### src/rtl/uart_pkg.sv
// Shared UART definitions: parity modes, FSM state encoding and a parity helper.
// The transmitter uses it now; the future receiver block will reuse it.
package uart_pkg;

  localparam int PARITY_NONE = 0;
  localparam int PARITY_ODD  = 1;
  localparam int PARITY_EVEN = 2;

  typedef enum logic [2:0] {
    ST_IDLE   = 3'd0,
    ST_START  = 3'd1,
    ST_DATA   = 3'd2,
    ST_PARITY = 3'd3,
    ST_STOP   = 3'd4
  } uart_state_e;

  // Narrower words are zero-extended by the caller; the extra zeros do not change the parity.
  function automatic logic calc_parity(input logic [8:0] data, input int mode);
    case (mode)
      PARITY_ODD:  return ~^data;
      PARITY_EVEN: return ^data;
      default:     return 1'b0;
    endcase
  endfunction

endpackage

### src/rtl/uart_tx_frame_if.sv
// Producer-side handshake and line/status signals of the UART transmitter.
interface uart_tx_frame_if #(
  parameter int DATA_WIDTH = 8
);

  logic [DATA_WIDTH-1:0] tx_data;
  logic                  tx_valid;
  logic                  tx_ready;
  logic                  tx_out;
  logic                  tx_busy;
  logic                  tx_done;

  modport master (
    output tx_data,
    output tx_valid,
    input  tx_ready,
    input  tx_out,
    input  tx_busy,
    input  tx_done
  );

  modport slave (
    input  tx_data,
    input  tx_valid,
    output tx_ready,
    output tx_out,
    output tx_busy,
    output tx_done
  );

endinterface

### src/rtl/uart_baud_tick.sv
// Bit-period timer: counts 0..CLKS_PER_BIT-1 and flags the last clock of each bit.
module uart_baud_tick #(
  parameter int CLKS_PER_BIT = 16
) (
  input  logic tx_clk,
  input  logic rst,
  input  logic clr_i,
  output logic bit_end_o
);

  localparam int TIMER_W = (CLKS_PER_BIT > 1) ? $clog2(CLKS_PER_BIT) : 1;
  localparam logic [TIMER_W-1:0] LAST_TICK = TIMER_W'(CLKS_PER_BIT - 1);

  logic [TIMER_W-1:0] timer_q;

  assign bit_end_o = (timer_q == LAST_TICK);

  // Wrapping at bit_end also restarts the timer on every state change.
  always_ff @(posedge tx_clk or posedge rst) begin
    if (rst) begin
      timer_q <= '0;
    end else if (clr_i || bit_end_o) begin
      timer_q <= '0;
    end else begin
      timer_q <= timer_q + TIMER_W'(1);
    end
  end

endmodule

### src/rtl/uart_tx_frame.sv
// UART transmitter: latches one word per valid/ready handshake and sends it LSB-first
// framed by a start bit, optional parity bit and one or two stop bits.
//
//   state     | meaning
//   ST_IDLE   | line high, ready for a word
//   ST_START  | start bit (line low)
//   ST_DATA   | data bits, LSB first
//   ST_PARITY | latched parity bit
//   ST_STOP   | stop bit(s); ready in the final clock for back-to-back frames
module uart_tx_frame
  import uart_pkg::*;
#(
  parameter int DATA_WIDTH   = 8,
  parameter int PARITY       = 0,
  parameter int STOP_BITS    = 1,
  parameter int CLKS_PER_BIT = 16
) (
  input  logic           tx_clk,
  input  logic           rst,
  uart_tx_frame_if.slave tx_if
);

  localparam int IDX_W = (DATA_WIDTH > 1) ? $clog2(DATA_WIDTH) : 1;
  localparam logic [IDX_W-1:0] LAST_IDX = IDX_W'(DATA_WIDTH - 1);
  localparam bit   HAS_PARITY = (PARITY == PARITY_ODD) || (PARITY == PARITY_EVEN);
  localparam logic LAST_STOP  = (STOP_BITS == 2);

  uart_state_e           state_q;
  logic [DATA_WIDTH-1:0] shift_q;
  logic [IDX_W-1:0]      bit_idx_q;
  logic                  stop_cnt_q;
  logic                  parity_q;
  logic                  tx_out_q;
  logic                  busy_q;
  logic                  done_q;

  logic bit_end;
  logic ready;
  logic accept;
  logic tick_clr;
  logic parity_d;

  assign ready    = (state_q == ST_IDLE) ||
                    ((state_q == ST_STOP) && bit_end && (stop_cnt_q == LAST_STOP));
  assign accept   = tx_if.tx_valid && ready;
  assign tick_clr = (state_q == ST_IDLE) || accept;
  assign parity_d = calc_parity(9'(tx_if.tx_data), PARITY);

  uart_baud_tick #(
    .CLKS_PER_BIT(CLKS_PER_BIT)
  ) u_baud_tick (
    .tx_clk   (tx_clk),
    .rst      (rst),
    .clr_i    (tick_clr),
    .bit_end_o(bit_end)
  );

  always_ff @(posedge tx_clk or posedge rst) begin
    if (rst) begin
      state_q    <= ST_IDLE;
      shift_q    <= '0;
      bit_idx_q  <= '0;
      stop_cnt_q <= 1'b0;
      parity_q   <= 1'b0;
      tx_out_q   <= 1'b1;
      busy_q     <= 1'b0;
      done_q     <= 1'b0;
    end else begin
      done_q <= 1'b0;
      if (accept) begin
        state_q    <= ST_START;
        shift_q    <= tx_if.tx_data;
        parity_q   <= parity_d;
        bit_idx_q  <= '0;
        stop_cnt_q <= 1'b0;
        tx_out_q   <= 1'b0;
        busy_q     <= 1'b1;
        // Accepting in the last stop clock still completes the previous frame.
        if (state_q == ST_STOP) begin
          done_q <= 1'b1;
        end
      end else begin
        case (state_q)
          ST_IDLE: begin
          end
          ST_START: begin
            if (bit_end) begin
              state_q   <= ST_DATA;
              tx_out_q  <= shift_q[0];
              bit_idx_q <= '0;
            end
          end
          ST_DATA: begin
            if (bit_end) begin
              shift_q <= {1'b0, shift_q[DATA_WIDTH-1:1]};
              if (bit_idx_q == LAST_IDX) begin
                if (HAS_PARITY) begin
                  state_q  <= ST_PARITY;
                  tx_out_q <= parity_q;
                end else begin
                  state_q    <= ST_STOP;
                  tx_out_q   <= 1'b1;
                  stop_cnt_q <= 1'b0;
                end
              end else begin
                bit_idx_q <= bit_idx_q + IDX_W'(1);
                tx_out_q  <= shift_q[1];
              end
            end
          end
          ST_PARITY: begin
            if (bit_end) begin
              state_q    <= ST_STOP;
              tx_out_q   <= 1'b1;
              stop_cnt_q <= 1'b0;
            end
          end
          ST_STOP: begin
            if (bit_end) begin
              if (stop_cnt_q == LAST_STOP) begin
                state_q <= ST_IDLE;
                busy_q  <= 1'b0;
                done_q  <= 1'b1;
              end else begin
                stop_cnt_q <= 1'b1;
              end
            end
          end
          default: begin
            state_q <= ST_IDLE;
          end
        endcase
      end
    end
  end

  assign tx_if.tx_ready = ready;
  assign tx_if.tx_out   = tx_out_q;
  assign tx_if.tx_busy  = busy_q;
  assign tx_if.tx_done  = done_q;

endmodule

### src/flat_wrapper.sv
// flat-port wrapper written by rule: the top's interface ports become plain ports
module uart_tx_frame_flat import uart_pkg::*;
#(
  parameter int DATA_WIDTH   = 8,
  parameter int PARITY       = 0,
  parameter int STOP_BITS    = 1,
  parameter int CLKS_PER_BIT = 16
)
  (tx_clk, rst, tx_if_tx_data, tx_if_tx_valid, tx_if_tx_ready, tx_if_tx_out, tx_if_tx_busy, tx_if_tx_done);
  uart_tx_frame_if #(.DATA_WIDTH(DATA_WIDTH)) tx_if_i ();
  input  logic tx_clk;
  input  logic rst;
  input wire logic [$bits(tx_if_i.tx_data)-1:0] tx_if_tx_data;
  input wire logic [$bits(tx_if_i.tx_valid)-1:0] tx_if_tx_valid;
  output wire logic [$bits(tx_if_i.tx_ready)-1:0] tx_if_tx_ready;
  output wire logic [$bits(tx_if_i.tx_out)-1:0] tx_if_tx_out;
  output wire logic [$bits(tx_if_i.tx_busy)-1:0] tx_if_tx_busy;
  output wire logic [$bits(tx_if_i.tx_done)-1:0] tx_if_tx_done;
  assign tx_if_i.tx_data = tx_if_tx_data;
  assign tx_if_i.tx_valid = tx_if_tx_valid;
  assign tx_if_tx_ready = tx_if_i.tx_ready;
  assign tx_if_tx_out = tx_if_i.tx_out;
  assign tx_if_tx_busy = tx_if_i.tx_busy;
  assign tx_if_tx_done = tx_if_i.tx_done;
  uart_tx_frame #(.DATA_WIDTH(DATA_WIDTH), .PARITY(PARITY), .STOP_BITS(STOP_BITS), .CLKS_PER_BIT(CLKS_PER_BIT)) u_core (.tx_clk(tx_clk), .rst(rst), .tx_if(tx_if_i));
endmodule
### config.mk
export PLATFORM = sky130hd
export DESIGN_NAME = uart_tx_frame_flat
export DESIGN_NICKNAME = d
export VERILOG_FILES = /design/src/rtl/uart_pkg.sv /design/src/rtl/uart_tx_frame_if.sv /design/src/rtl/uart_baud_tick.sv /design/src/rtl/uart_tx_frame.sv /design/src/flat_wrapper.sv
export SDC_FILE = /design/constraint.sdc
export NUM_CORES = 1
export LEC_CHECK = 0
export CAP_MARGIN = 20
export CELL_PAD_IN_SITES_DETAIL_PLACEMENT = 1
export CELL_PAD_IN_SITES_GLOBAL_PLACEMENT = 1
export CORE_UTILIZATION = 41
export DETAILED_ROUTE_END_ITERATION = 6
export PLACE_DENSITY = 0.82
export SYNTH_ARGS = -nofsm -noshare
export SYNTH_HDL_FRONTEND = slang
export SYNTH_HIERARCHICAL = 1
export SYNTH_SLANG_ARGS = --single-unit
export TNS_END_PERCENT = 30
### constraint.sdc
create_clock -name tx_clk -period 2.5 [get_ports tx_clk]
set_clock_uncertainty 0.05 [all_clocks]
set_input_delay 0.5 -clock tx_clk [delete_from_list [all_inputs] [get_ports tx_clk]]
set_output_delay 0.5 -clock tx_clk [all_outputs]
set_load 0.01 [all_outputs]
; ---- Yosys cells after proc, flatten, opt, wreduce, memory -nomap -nowiden
; Cells that the tools add are included.
[op_classes]
n_div = 0
reduce_logical = 19
n_mul = 0
addsub = 2
n_lt_le_gt_ge = 0
muxes = 39
bitwise_logic = 1
n_shift = 0
n_eq_ne = 15
[op_table]
columns = op, count
row1 = 3-bit two-way mux, 11
row2 = 8-bit two-way mux, 3
row3 = 1-bit two-way mux, 20
row4 = 3-bit by 1-bit != test with 1-bit output (second input constant), 5
row5 = 3-bit case mux with 5 select lines, 1
row6 = 4-bit AND reduction, 2
row7 = 4-bit nonzero test, 2
row8 = 7-bit AND reduction, 1
row9 = 3-bit by 2-bit equality test with 1-bit output (second input constant), 2
row10 = 3-bit equality test (second input constant), 2
row11 = 1-bit case mux with 3 select lines, 2
row12 = 3-bit case mux with 2 select lines, 1
row13 = 2-bit nonzero test, 3
row14 = 5-bit AND reduction, 1
row15 = 4-bit by 1-bit adder with 4-bit output (second input constant), 1
row16 = 4-bit equality test (second input constant), 1
row17 = 4-bit two-way mux, 1
row18 = 3-bit by 1-bit adder with 3-bit output (second input constant), 1
row19 = 3-bit by 1-bit equality test with 1-bit output (second input constant), 1
row20 = 1-bit logical AND, 3
row21 = 3-bit logical NOT, 1
row22 = 1-bit logical OR, 3
row23 = 3-bit by 2-bit != test with 1-bit output (second input constant), 1
row24 = 3-bit != test (second input constant), 1
row25 = other kinds (6), 6
[word_totals]
word_cells = 84
regBits = 22
rom_bits = 0
ramBits = 0
latch_bits = 0
n_memories = 0

; ---- Longest topological paths before layout
[logic_depth]
ltp_word = 8
ltp_mapped = 8
ltp_nobuf = 6

; ---- By module
; The synthesis kept the hierarchy.
[modules_own_cells]
columns = module, area_each_um2, seq_area_each_um2, n_inst, cells_each
row1 = uart_tx_frame, 892.1, 426.7, 1, 91
row2 = uart_baud_tick, 175.2, 100.1, 1, 14

; ---- Least setup slack after synthesis
; No wires, ideal clock.
[synth_path]
path_type = register to register
start = register u_core.u_baud_tick.timer_q[0]
end = register u_core.u_baud_tick.timer_q[3]
t_arrival_ns = 1.750
path_buffers = 1
required_ns = 2.351
setup_slack_ns = 0.601
path_stages_with_launch = 8
path_cell_list = dfrtp_1 -> ha_1 -> and3_4 -> nand2b_1 -> nand3_1 -> clkbuf_1 -> o31ai_1 -> a311oi_1
[synth_between]
elab_chain_len = 8
word_cells_on_any_way = 9
[synth_lines]
columns = item, line
row1 = start: declaration, uart_baud_tick.sv:14  ; logic [TIMER_W-1:0] timer_q;
row2 = start signal: assignment, uart_baud_tick.sv:25  ; timer_q <= timer_q + TIMER_W'(1);
row3 = 4-bit equality test, uart_baud_tick.sv:16  ; assign bit_end_o = (timer_q == LAST_TICK);
row4 = net u_core.bit_end, uart_tx_frame.sv:37  ; logic bit_end;
row5 = 1-bit logical AND (2 in a row), uart_tx_frame.sv:44  ; ((state_q == ST_STOP) && bit_end && (stop_cnt_q == LAST_STOP));
row6 = 1-bit logical OR, uart_tx_frame.sv:43  ; assign ready = (state_q == ST_IDLE) ||
row7 = 1-bit logical AND, uart_tx_frame.sv:45  ; assign accept = tx_if.tx_valid && ready;
row8 = 1-bit logical OR, uart_tx_frame.sv:46  ; assign tick_clr = (state_q == ST_IDLE) || accept;
row9 = net u_core.tick_clr, uart_tx_frame.sv:40  ; logic tick_clr;
row10 = 1-bit logical OR, uart_baud_tick.sv:22  ; end else if (clr_i || bit_end_o) begin
row11 = 4-bit two-way mux, uart_baud_tick.sv:22
; The timed path passes the listed nets, and every way through them passes these cells.
; A chain may end at the register's enable or synchronous reset.

; ---- Worst setup path in the final report
[layout_path]
start = register u_core.u_baud_tick.timer_q[1]
end = output tx_if_tx_ready
[layout_between]
elab_chain_len = 4
[layout_lines]
columns = item, line
row1 = 4-bit equality test, uart_baud_tick.sv:16
row2 = net u_core.bit_end, uart_tx_frame.sv:37
row3 = 1-bit logical AND (2 in a row), uart_tx_frame.sv:44
row4 = 1-bit logical OR, uart_tx_frame.sv:43
row5 = end: declaration, flat_wrapper.sv:15  ; output wire logic [$bits(tx_if_i.tx_ready)-1:0] tx_if_tx_ready;
; The timed path passes the listed nets, and every way through them passes these cells.

==> results.tsv <==
metric	value	unit
status	finished, final reports clean	
vias in the first global route	852	
XOR/XNOR Fraction of Synth Area	0.821	%
hold-fix buffers at CTS	0	
HP Class	input port to asynchronous set/reset pin	
crit-path max cell delay	0.53	ns
Area growth syn-to-layout	21.2	%
Die Area	0.00281	mm^2
Power Density	936	mW/mm^2
Mapped Area	0.00107	mm^2
H-tree depth	1	
CP Launch Point	u_core/u_baud_tick/timer_q[1]$_DFF_PP0_	
Tmin final	2.42	ns
final instance area	0.00129	mm^2
YS warnings	6	
M1 GR Usage	27.0	%
DP Area	0.00122	mm^2
core region area	0.00248	mm^2
share of the synthesized area in the top cell type	46.9	%
CP arrival	1.87	ns
Leak Pwr	0.572	nW
Synth area leaders	dfrtp_1 (47%), a21oi_2 (5.7%), inv_1 (4.6%)	
commonest non-fill, non-tap cell in the layout	dfrtp_1	
first-pass GRT wire length	4060	um
commonest cells after routing, fill and taps aside	dfrtp_1 (20), clkdlybuf4s50_1 (14), inv_1 (13)	
CP required	1.95	ns
largest net degree at the start of global routing	18	
chip height	53.0	um
post-synthesis adder-cell area fraction	3.52	%
Post-DRT Antenna Nets	0	
TritonCTS Buffers	3	
Post-Route WL	2410	um
Syn Nets	119	
via count of the routed design	846	
Seq/Total Area, Yosys	49.4	%
Tot Pwr	1.21	mW
nets	139	
DRC Markers	0	
DR WL/cell	15.6	um
final hold violation count	0	
GRT busiest layer	met2	
GPL Wtd Cong	0.845	
vias per inst	5.49	
TritonCTS Sinks	21	
multiplexer share of the synthesized area	0	%
CP bufs+invs	1	
initial core utilization	43.1	%
final slew viol count	0	
Critical Path, Cell by Cell	ha_2 -> and3_4 -> nand2b_4 -> and2_1 -> clkdlybuf4s50_1	
final setup fails	0	
CP endpoint kind	primary output	
row cnt	18	
Worst VDD drop	0.000445	V
met3 Use GR	2.59	%
Reg clk slew, reported paths	0.11	ns
number of port buffers	14	
simple-gate portion of the synthesized area	15.8	%
Clock Latency Late Sink	0.29	ns
number of synthesized register bits	21	
Post-DP HPWL	1710	um
global route overflow	0	
initial antenna violation count	0	
Slew HR	54.4	%
met2 Use GR	34.2	%
Crit Path Max Fanout	5	
router iterations before antenna repair	4	
Die W	53.0	um
f_max	413	MHz
max_cap viols	0	
Global Route Usage Sum	20.0	%
CP top delay family	buffers and inverters	
Synth Area in Compound Gates	22.6	%
largest area contributor in the netlist	dfrtp_1	
Ports	15	
startpoint of the worst-slack reg-to-reg timing path	u_core/u_baud_tick/timer_q[1]$_DFF_PP0_	
CP max stage cell	clkdlybuf4s50_1	
Worst-Margin Slew	0.684	ns
Post-Synthesis Cells	105	
largest family of logic cells by synthesized area	compound AO/OA/AOI/OAI gates	
Synth cell types	36	
CTS tree	built	
crit share post-route	96.8	%
ant diodes	0	
Longest Clk Path Bufs	2	
Syn Area/Cell	10.2	um^2
Root Driver	clkbuf_4	
Crit Path Category	register to primary output	
detailed router's first-iteration violation count	13	
type of origin of the critical path	register	
layout cells sized above 1	19.4	%
## final cells by class
type | count | area [um^2]
well taps | 30 | 37.5
repair buffers | 20 | 185
multi-input cells | 66 | 469
flip-flops and latches | 21 | 527
clock buffers | 4 | 26.3
fillers | 294 | 1180
inverters | 13 | 48.8
## power breakdown
part / switching, mW / internal, mW
combinational: 0.232 / 0.246
sequential: 0.109 / 0.468
clock: 0.0941 / 0.0619
total: 0.435 / 0.776
## through the flow
step	util, %	std cells	hold slack (ns)	TNS (ns)	setup WS [ns]
after floorplan	-	105	0.216	0	0.601
after global placement	49.1	145	0.422	0	0.273
after detailed placement	49.1	145	0.443	0	0.216
after CTS	51.5	152	0.360	0	0.0769
after global routing	52.2	154	0.374	-0.00259	-0.00259
final	52.2	154	0.367	0	0.0802
## sequential cells by signal (all words and copies together), names as in the netlist
signal and cells:
u_core/u_baud_tick/timer_q 4, u_core/tx_if.tx_busy 1, u_core/shift_q 8, u_core/tx_if.tx_out 1, u_core/state_q 3, u_core/bit_idx_q 3, u_core/tx_if.tx_done 1
## metal layers
layer | up-vias | wire length [um]
met5 | - | 0
met4 | 0 | 0
met3 | 0 | 77
met2 | 13 | 1240
met1 | 422 | 1090
li1 | 411 | -
## repair_timing
item,CTS,global route
gates resized for setup,2,1
setup endpoints to repair,1,1
buffers inserted,3,2
hold endpoints to repair,0,0
pin swaps,0,0
## path summary, 6_finish.rpt
kind	to	slack (ns)	depth (start not counted)
worst max-delay path	tx_if_tx_ready	0.08	5
worst min-delay path	u_core/u_baud_tick/timer_q[3]$_DFF_PP0_	0.37	2
worst max register to register	u_core/shift_q[3]$_DFFE_PP0P_	0.42	7
worst min register to register	u_core/tx_if.tx_out$_DFFE_PP1P_	0.46	2
max in group asynchronous	u_core/shift_q[1]$_DFFE_PP0P_	1.39	2
min in group tx_clk	u_core/tx_if.tx_out$_DFFE_PP1P_	0.46	2
## worst register-to-register path, delay by kind of cell (launching register included)
kind	cells	cell delay, ns
compound gates	1	0.15
flops	1	0.38
buf+inv	1	0.16
fa+ha+maj	1	0.22
simple gates	4	1.07
## kinds of logic (layout without fill, tap and decap cells)
group           after synthesis  after routing
compound gates               35             35
xor+xnor                      1              1
fa+ha+maj                     3              3
buf+inv                      18             37
simple gates                 27             27
flops                        21             21
## synthesized netlist by cell type
master,n
o22ai_1,7
buf_6,2
nor2b_1,1
a21o_1,1
or2_2,1
nand2_1,2
a31oi_1,2
nor4_1,1
o32ai_1,1
o21ai_0,5
xnor2_1,1
and3_1,2
buf_2,1
nor3b_1,2
a21oi_1,6
nand2b_4,1
a32o_1,2
a21oi_2,7
nand3_1,2
and2_4,1
o31ai_1,1
or3_1,1
o41ai_1,1
a22oi_1,1
dfstp_2,1
nor2_1,5
dfrtp_1,20
a311oi_1,1
and3_4,1
inv_1,13
nor4bb_1,1
nand2b_1,3
nor3_1,1
ha_1,3
clkbuf_1,2
and2_1,2
(Power assumes the default switching activity.)
